File: config.mk
export PLATFORM = sky130hd
export DESIGN_NAME = cp0_regs
export DESIGN_NICKNAME = d
export VERILOG_FILES = /design/src/rtl/cp0_regs.sv
export SDC_FILE = /design/constraint.sdc
export NUM_CORES = 1
export LEC_CHECK = 0
export ABC_AREA = 0
export BUFFER_PORTS_ARGS = -buffer_cell sky130_fd_sc_hd__buf_2
export CAP_MARGIN = 20
export CORE_MARGIN = 2
export CORE_UTILIZATION = 35
export DETAILED_ROUTE_END_ITERATION = 8
export PLACE_DENSITY = 0.61
export SLEW_MARGIN = 30
export SYNTH_ARGS = -nofsm -noshare
export SYNTH_HDL_FRONTEND = slang
export SYNTH_SLANG_ARGS = --single-unit
File: constraint.sdc
create_clock -name clk -period 3 [get_ports clk]
set_clock_uncertainty 0.2 [all_clocks]
set_input_delay 0.6 -clock clk [delete_from_list [all_inputs] [get_ports clk]]
set_output_delay 0.6 -clock clk [all_outputs]
set_load 0.01 [all_outputs]
File: src/rtl/cp0_regs.sv
// MIPS coprocessor-0 register file: Count/Compare timer, Status/Cause/EPC/BadVAddr,
// MTC0/MFC0 access and exception commit from the exception-type encoder.
module cp0_regs #(
    parameter int COUNT_DIV = 2
) (
    input  logic        clk,
    input  logic        rst,
    input  logic        we_i,
    input  logic [4:0]  waddr_i,
    input  logic [4:0]  raddr_i,
    input  logic [31:0] data_i,
    input  logic [5:0]  int_i,
    input  logic [31:0] excepttype_i,
    input  logic [31:0] current_inst_addr_i,
    input  logic        is_in_delayslot_i,
    input  logic [31:0] bad_addr_i,
    output logic [31:0] data_o,
    output logic [31:0] count_o,
    output logic [31:0] compare_o,
    output logic [31:0] status_o,
    output logic [31:0] cause_o,
    output logic [31:0] epc_o,
    output logic [31:0] badvaddr_o,
    output logic        timer_int_o
);

    localparam logic [4:0] REG_BADVADDR = 5'd8;
    localparam logic [4:0] REG_COUNT    = 5'd9;
    localparam logic [4:0] REG_COMPARE  = 5'd11;
    localparam logic [4:0] REG_STATUS   = 5'd12;
    localparam logic [4:0] REG_CAUSE    = 5'd13;
    localparam logic [4:0] REG_EPC      = 5'd14;

    logic       tick;
    logic       exc_commit;
    logic       exc_eret;
    logic       exc_badaddr;
    logic [4:0] exc_code;
    logic       wr;
    logic       inc;

    always_comb begin
        exc_commit  = 1'b1;
        exc_badaddr = 1'b0;
        exc_code    = 5'h00;
        case (excepttype_i)
            32'h0000_0001: exc_code = 5'h00;
            32'h0000_0004: begin exc_code = 5'h04; exc_badaddr = 1'b1; end
            32'h0000_0005: begin exc_code = 5'h05; exc_badaddr = 1'b1; end
            32'h0000_0008: exc_code = 5'h08;
            32'h0000_0009: exc_code = 5'h09;
            32'h0000_000A: exc_code = 5'h0A;
            32'h0000_000C: exc_code = 5'h0C;
            default:       exc_commit = 1'b0;
        endcase
    end

    assign exc_eret = (excepttype_i == 32'h0000_000E);
    // A committing exception or ERET kills any MTC0 issued in the same cycle.
    assign wr  = we_i & ~(exc_commit | exc_eret);
    assign inc = (COUNT_DIV == 1) ? 1'b1 : tick;

    always_ff @(posedge clk) begin
        if (rst) begin
            tick        <= 1'b0;
            count_o     <= 32'h0;
            compare_o   <= 32'h0;
            status_o    <= 32'h0040_0000;
            cause_o     <= 32'h0;
            epc_o       <= 32'h0;
            badvaddr_o  <= 32'h0;
            timer_int_o <= 1'b0;
        end else begin
            tick <= (COUNT_DIV == 1) ? 1'b0 : ~tick;

            if (wr && waddr_i == REG_COUNT)
                count_o <= data_i;
            else if (inc)
                count_o <= count_o + 32'd1;

            if (wr && waddr_i == REG_COMPARE) begin
                compare_o   <= data_i;
                timer_int_o <= 1'b0;
            end else if (count_o == compare_o && compare_o != 32'h0) begin
                timer_int_o <= 1'b1;
            end

            cause_o[15:10] <= {int_i[5] | timer_int_o, int_i[4:0]};
            cause_o[30]    <= timer_int_o;

            if (wr && waddr_i == REG_STATUS) begin
                status_o[15:8] <= data_i[15:8];
                status_o[1:0]  <= data_i[1:0];
            end
            if (wr && waddr_i == REG_CAUSE)
                cause_o[9:8] <= data_i[9:8];
            if (wr && waddr_i == REG_EPC)
                epc_o <= data_i;

            // Nested exceptions keep the original EPC/BD so the outer handler can return.
            if (exc_commit) begin
                cause_o[6:2] <= exc_code;
                if (!status_o[1]) begin
                    epc_o       <= is_in_delayslot_i ? current_inst_addr_i - 32'd4
                                                     : current_inst_addr_i;
                    cause_o[31] <= is_in_delayslot_i;
                end
                status_o[1] <= 1'b1;
                if (exc_badaddr)
                    badvaddr_o <= bad_addr_i;
            end else if (exc_eret) begin
                status_o[1] <= 1'b0;
            end
        end
    end

    always_comb begin
        case (raddr_i)
            REG_BADVADDR: data_o = badvaddr_o;
            REG_COUNT:    data_o = count_o;
            REG_COMPARE:  data_o = compare_o;
            REG_STATUS:   data_o = status_o;
            REG_CAUSE:    data_o = cause_o;
            REG_EPC:      data_o = epc_o;
            default:      data_o = 32'h0;
        endcase
    end

endmodule

==> results of run 1 <==
-- cells by family (layout without fill, tap and decap cells) --
| logic type | count (synthesis) | count (layout) | share of synthesized area, % |
|---|---|---|---|
| AOI/OAI and AO/OA | 370 | 370 | 27.0 |
| muxes | 12 | 12 | 1.29 |
| adders and majority gates | 2 | 2 | 0.269 |
| DFF | 154 | 154 | 33.1 |
| xor gates and xnor gates | 77 | 77 | 7.24 |
| buffers and inverters | 169 | 427 | 9.05 |
| other | 2 | 41 | 0.0807 |
| and+or+nand+nor | 369 | 369 | 21.9 |
-- metrics by stage --
| step | cells | utilization (%) | total power, mW | setup slack (ns) |
|---|---|---|---|---|
| 5_1_grt | 1787 | 45.5 | 4.95 | 0.0759 |
| 4_1_cts | 1786 | 45.5 | 4.81 | 0.150 |
| 3_5_place_dp | 1754 | 43.4 | 2.70 | 0.131 |
| 3_3_place_gp | 1754 | 43.4 | 2.70 | 0.226 |
| 6_report | 1787 | 45.5 | 4.81 | 0.0944 |
| 2_1_floorplan | 1193 | - | 2.45 | 0.467 |
-- where the power goes --
part,switching [mW],total [mW],internal (mW)
registers,0.0338,2.10,2.07
clock network,0.979,2.13,1.16
logic,0.373,0.570,0.198
-- metal layers --
metal | global-route usage (%) | share of wire, % | wire length, um | vias up
met5 | 0 | 0 | 0 | -
met4 | 8.36 | 2.3 | 961 | 0
met3 | 5.56 | 9.8 | 4090 | 61
met2 | 41.3 | 43 | 18100 | 649
met1 | 42.3 | 45 | 18800 | 5194
li1 | - | - | - | 4901
-- critical path, stage by stage --
cell,delay (ns)
buf_2,0.11
nand2b_1,0.20
nor3_2,0.09
buf_12,0.17
a222oi_1,0.53
nand2_1,0.21
buf_2,0.19
-- cells in the final DEF (no fill, tap or decap), types with 21 or more instances in the layout --
cell / n
a21oi_1: 118
a31oi_1: 24
buf_2: 331
buf_4: 40
conb_1: 40
dfxtp_1: 154
nand2_1: 106
nand3_1: 38
nand4_1: 49
nor2_1: 34
nor3_1: 21
nor4_1: 56
o21ai_0: 53
o31ai_1: 43
xnor2_1: 37
xor2_1: 40
-- path summary, 6_finish.rpt --
kind               endpoint  slack [ns]  cells after the start
max reg2reg     count_o[24]        0.59                      5
min             cause_o[14]        0.18                      2
max              data_o[30]        0.09                      7
min reg2reg  badvaddr_o[22]        0.27                      2
-- flip-flops by register name, indices dropped and copies added (netlist names) --
signal / count
badvaddr_o: 32
compare_o: 32
status_o: 10
count_o: 32
inc: 1
epc_o: 32
cause_o: 14
timer_int_o: 1
-- area by class of cell --
type / instances / area [um2]
clock buffer: 17 / 425
fill: 2625 / 14200
clock inverter: 15 / 138
sequential: 154 / 3080
multi-input combinational: 870 / 5570
tap: 335 / 419
timing repair buffer: 382 / 2180
antenna: 1 / 2.50
inverter: 13 / 48.8
==> key figures, run 1 <==
Floorplanning
  • Die area: 27900 um2
  • Die Span Y: 167 um
  • Die Wd: 167 um
  • IO Pins: 373
  • Initial Utilization: 35.7%
  • Cell row count: 59
  • Core Box Area: 26100 um2

Synthesis
  • Post-synth top area share: 33.1%
  • Synth area leaders: dfxtp_1 (33%), a21oi_1 (6.3%), nand2_1 (4.3%)
  • Cell variety after synth: 65
  • Mapped Cells: 1155
  • Most used DFF post-synth: dfxtp_1
  • Synth async-reset ratio: 0%
  • EDFF count, synth: 0
  • Ys Warns: 0
  • Syn_area_per_cell: 8.06 um2
  • #FFs+latches synth: 154
  • Most frequent cell after synthesis: dfxtp_1
  • Synth Cell Area: 9310 um2
  • Post-synth top cells: dfxtp_1 (154), a21oi_1 (118), nand2_1 (106)
  • Area leader, netlist: dfxtp_1
  • Seq/Total Area, Yosys: 33.1%

Hold path
  • Hold Crit Class: input pin to flip-flop
  • Start point of the worst hold path: int_i[4]

Global routing
  • First-pass GRT wire length: 61700 um
  • Largest net degree at the start of global routing: 91
  • Initial antenna violation count: 1
  • Number of global-route vias before repair: 9739
  • GRT Util Overall: 28.4%
  • GRT overflow: 0

Drt
  • Routed length per instance: 23.4 um
  • Post-Route WL: 41900 um
  • Routed Antenna Nets: 0
  • DR vias: 10.8k
  • DR vias/cell: 6.05
  • DR pass1 iterations: 9
  • Drt first-iter violations: 1199
  • Drt drc: 0

Clock network
  • Clk buf depth: 2
  • CTS Root Cell: clkbuf_16
  • Clk sinks: 154
  • Total CTS buffers: 17
  • Worst-path clk slew: 0.07 ns
  • CTS tree: built
  • Hold buffers post-CTS: 0
  • Max H-tree Level: 4
  • CTS resizes: 0
  • Total setup buffers inserted after CTS: 0
  • Worst-skew pair later-pin latency: 0.43 ns

Placed design
  • DP Area: 11300 um2
  • HPWL after DPL: 30800 um
  • IO Port Bufs: 332
  • RD Place Congestion: 0.902

Cells and area
  • Nets: 1588
  • Design Area, Final: 11900 um2
  • Syn-to-layout area delta: 27.5%
  • Layout cells sized above 1: 30.6%

Setup path
  • Worst EP arrival: 2.11 ns
  • Startpoint Class: input pin
  • CP Class: input pin to primary output
  • Worst Setup SP: raddr_i[4]
  • Reg2reg start: inc
  • Crit end category: primary output
  • Crit path required time: 2.20 ns
  • Largest fanout on the critical path: 24

Timing
  • RSZ-0062 raised after global routing: false
  • Setup TNS: 0 ns
  • Hold slack: 0.177 ns
  • Tcrit/Tclk final: 96.9%
  • Worst slew margin: 53.7%
  • Final min period: 2.91 ns
  • Final Hold Vio Count: 0
  • Worst Tran Pin Value: 0.685 ns
  • Finish-stage setup viols: 0
  • F_max: 0.344 GHz
  • Final max-slew violation count: 0

Pwr
  • Leakage dissipation: 4.94 nW
  • Power Dens Cells: 405 nW/um2
  • VDD IR max: 363 uV

Run
  • Max Cap Viol: 0

Status
  • Status: complete, no violations
Power figures use the tool's default switching activity.
==> inputs of run 2 (changes only) <==
- CORE_ASPECT_RATIO: not set -> 1.2
==> key figures, run 2 (synthesis results as in run 1) <==
Status
  • Status: complete, no violations

Floorplanning
  • Die Wd: 153 um (-8.5%)
  • Cell row count: 65 (+10%)
  • Initial Utilization: 35.5% (-0.18 points)
  • Die Span Y: 183 um (+9.3%)
  • Core Box Area: 26200 um2 (+0.49%)
  • IO Pins: 373 (unchanged)
  • Die area: 27900 um2 (about the same)

Hold path
  • Hold Path Stages: 2 (unchanged)
  • Hold Crit Class: input pin to flip-flop

Drt
  • DR pass1 iterations: 5 (-4)
  • DR vias/cell: 5.97 (-1.3%)
  • Drt drc: 0 (unchanged)
  • DR vias: 10.7k (-0.93%)
  • Post-Route WL: 40400 um (-3.5%)
  • Routed length per instance: 22.6 um (-3.8%)
  • Routed Antenna Nets: 0 (unchanged)
  • Drt first-iter violations: 1144 (-4.6%)

Setup path
  • Worst path max stage delay: 0.55 ns (+0.02 ns)
  • Length in cells of the worst reg-to-reg path: 6 (+1)
  • Crit end category: primary output
  • Crit path required time: 2.20 ns (about the same)
  • CP Class: input pin to primary output
  • Crit path max-delay cell type: a222oi_1
  • Largest fanout on the critical path: 15 (-38%)
  • Startpoint Class: input pin
  • Most frequent cell on the critical path: buf_2
  • Worst EP arrival: 1.99 ns (-0.12 ns)
  • Critical Path, Cell by Cell: buf_2 -> nand2b_1 -> nor3_2 -> buf_4 -> a222oi_1 -> nand2_1 -> buf_2

Placed design
  • RD Place Congestion: 0.949 (+5.2%)
  • HPWL after DPL: 30100 um (-2.3%)
  • IO Port Bufs: 332 (unchanged)
  • DP Worst Slack: 0.132 ns (+0.000787 ns)

Global routing
  • GRT Util Overall: 27.4% (-1.0 points)
  • GRT overflow: 0 (unchanged)
  • Largest net degree at the start of global routing: 74 (-19%)
  • Number of global-route vias before repair: 9877 (+1.4%)
  • Initial antenna violation count: 6 (+5)
  • First-pass GRT wire length: 60000 um (-2.7%)

Cells and area
  • Layout cells sized above 1: 30.6% (about the same)
  • Nets: 1591 (+0.19%)
  • Most common cell after layout, fill and taps aside: buf_2
  • Syn-to-layout area delta: 28.2%
  • Final Util: 45.6% (+0.053 points)
  • Most frequent cells in the layout: buf_2 (331), dfxtp_1 (154), a21oi_1 (118), nand2_1 (106), nor4_1 (56)

Timing
  • Tcrit/Tclk final: 92.9% (-4.0 points)
  • Final setup margin: 0.214 ns (+0.120 ns)
  • Worst slew margin: 60.6% (+6.9 points)
  • Worst Tran Pin Value: 0.591 ns (-0.0942 ns)
  • Finish-stage setup viols: 0 (unchanged)
  • Final Hold Vio Count: 0 (unchanged)
  • Final max-slew violation count: 0 (unchanged)
  • F_max: 0.359 GHz (+4.3%)
  • Final min period: 2.79 ns (-0.120 ns)
  • RSZ-0062 raised after global routing: false
  • Hold slack: 0.177 ns (+0.000629 ns)
  • Setup TNS: 0 ns (unchanged)

Pwr
  • VDD IR max: 234 uV (-35%)
  • Power Dens Cells: 417 nW/um2 (+3.0%)
  • Sw Ratio: 26.1% (-2.7 points)
  • Leakage dissipation: 4.98 nW (+0.87%)
  • Total power: 4.98 mW (+3.6%)
  • Clock share of power: 46.4% (+2.0 points)
  • Net switching power: 1.30 mW (-6.2%)
  • Internal power: 3.68 mW (+7.5%)
  • Gate power share: 11.4% (-0.5 points)
  • Sequential share of power: 42.2% (-1.5 points)

Clock network
  • CTS tree: built
  • Clk sinks: 154 (unchanged)
  • CTS resizes: 0 (unchanged)
  • Total CTS buffers: 17 (unchanged)
  • Clk buf depth: 2 (unchanged)
  • Hold buffers post-CTS: 0 (unchanged)
  • Total setup buffers inserted after CTS: 0 (unchanged)
  • Max H-tree Level: 4 (unchanged)
  • Worst-path clk slew: 0.06 ns (about the same)
  • CTS Root Cell: clkbuf_16
  • Worst-skew pair later-pin latency: 0.43 ns (about the same)

Run
  • Max Cap Viol: 0 (unchanged)
[run 2: cell types whose count changed in the layout (fill, tap and decap cells not counted), sizes merged]
| cell | change |
|---|---|
| bufinv | +3 |
| buf | +3 |
| clkbuf | +3 |
| inv | -5 |
| clkinv | -1 |
| diode | +3 |
[run 2: power groups by stage]
stage | Sequential [mW] | Combinational [mW] | Clock [mW]
floorplan | 2.15 | 0.300 | 0
global placement | 2.14 | 0.551 | 0
detailed placement | 2.14 | 0.552 | 0
CTS | 2.10 | 0.556 | 2.33
global route | 2.10 | 0.602 | 2.42
finish | 2.10 | 0.568 | 2.31
[run 2: final cells by class]
cell class                      instances  area, um2
Multi-Input combinational cell        870       5570
Clock buffer                           20        447
Fill cell                            2667      14200
Sequential cell                       154       3080
Tap cell                              335        419
Inverter                               13       48.8
Clock inverter                         12        171
Antenna cell                            4       10.0
Timing Repair Buffer                  385       2190
[run 2: path summary, 6_finish.rpt]
kind	end	slack, ns	from
max	data_o[10]	0.21	raddr_i[4]
min	cause_o[10]	0.18	int_i[0]
max reg2reg	count_o[24]	0.63	count_o[0]
min reg2reg	badvaddr_o[8]	0.27	badvaddr_o[8]
[run 2: layer usage]
metal  part of all wire (%)  vias up  GRT usage (%)
met5                  0.067        -              0
met4                    3.7        4           11.9
met3                    9.0       95           5.27
met2                     46      614           43.3
met1                     41     5097           36.6
li1                       -     4895              -
[run 2: critical path: cells and delay by family]
family / cells / cell delay (ns)
AOI/OAI and AO/OA: 1 / 0.55
buffers and inverters: 3 / 0.47
and+or+nand+nor: 3 / 0.36
[run 2: per-stage QoR]
| step | cells | cell area [um2] |
|---|---|---|
| 6_report | 1793 | 11900 |
| 5_1_grt | 1793 | 11900 |
| 4_1_cts | 1789 | 11900 |
| 3_5_place_dp | 1757 | 11300 |
| 3_3_place_gp | 1757 | 11300 |
| 2_1_floorplan | 1193 | 9450 |
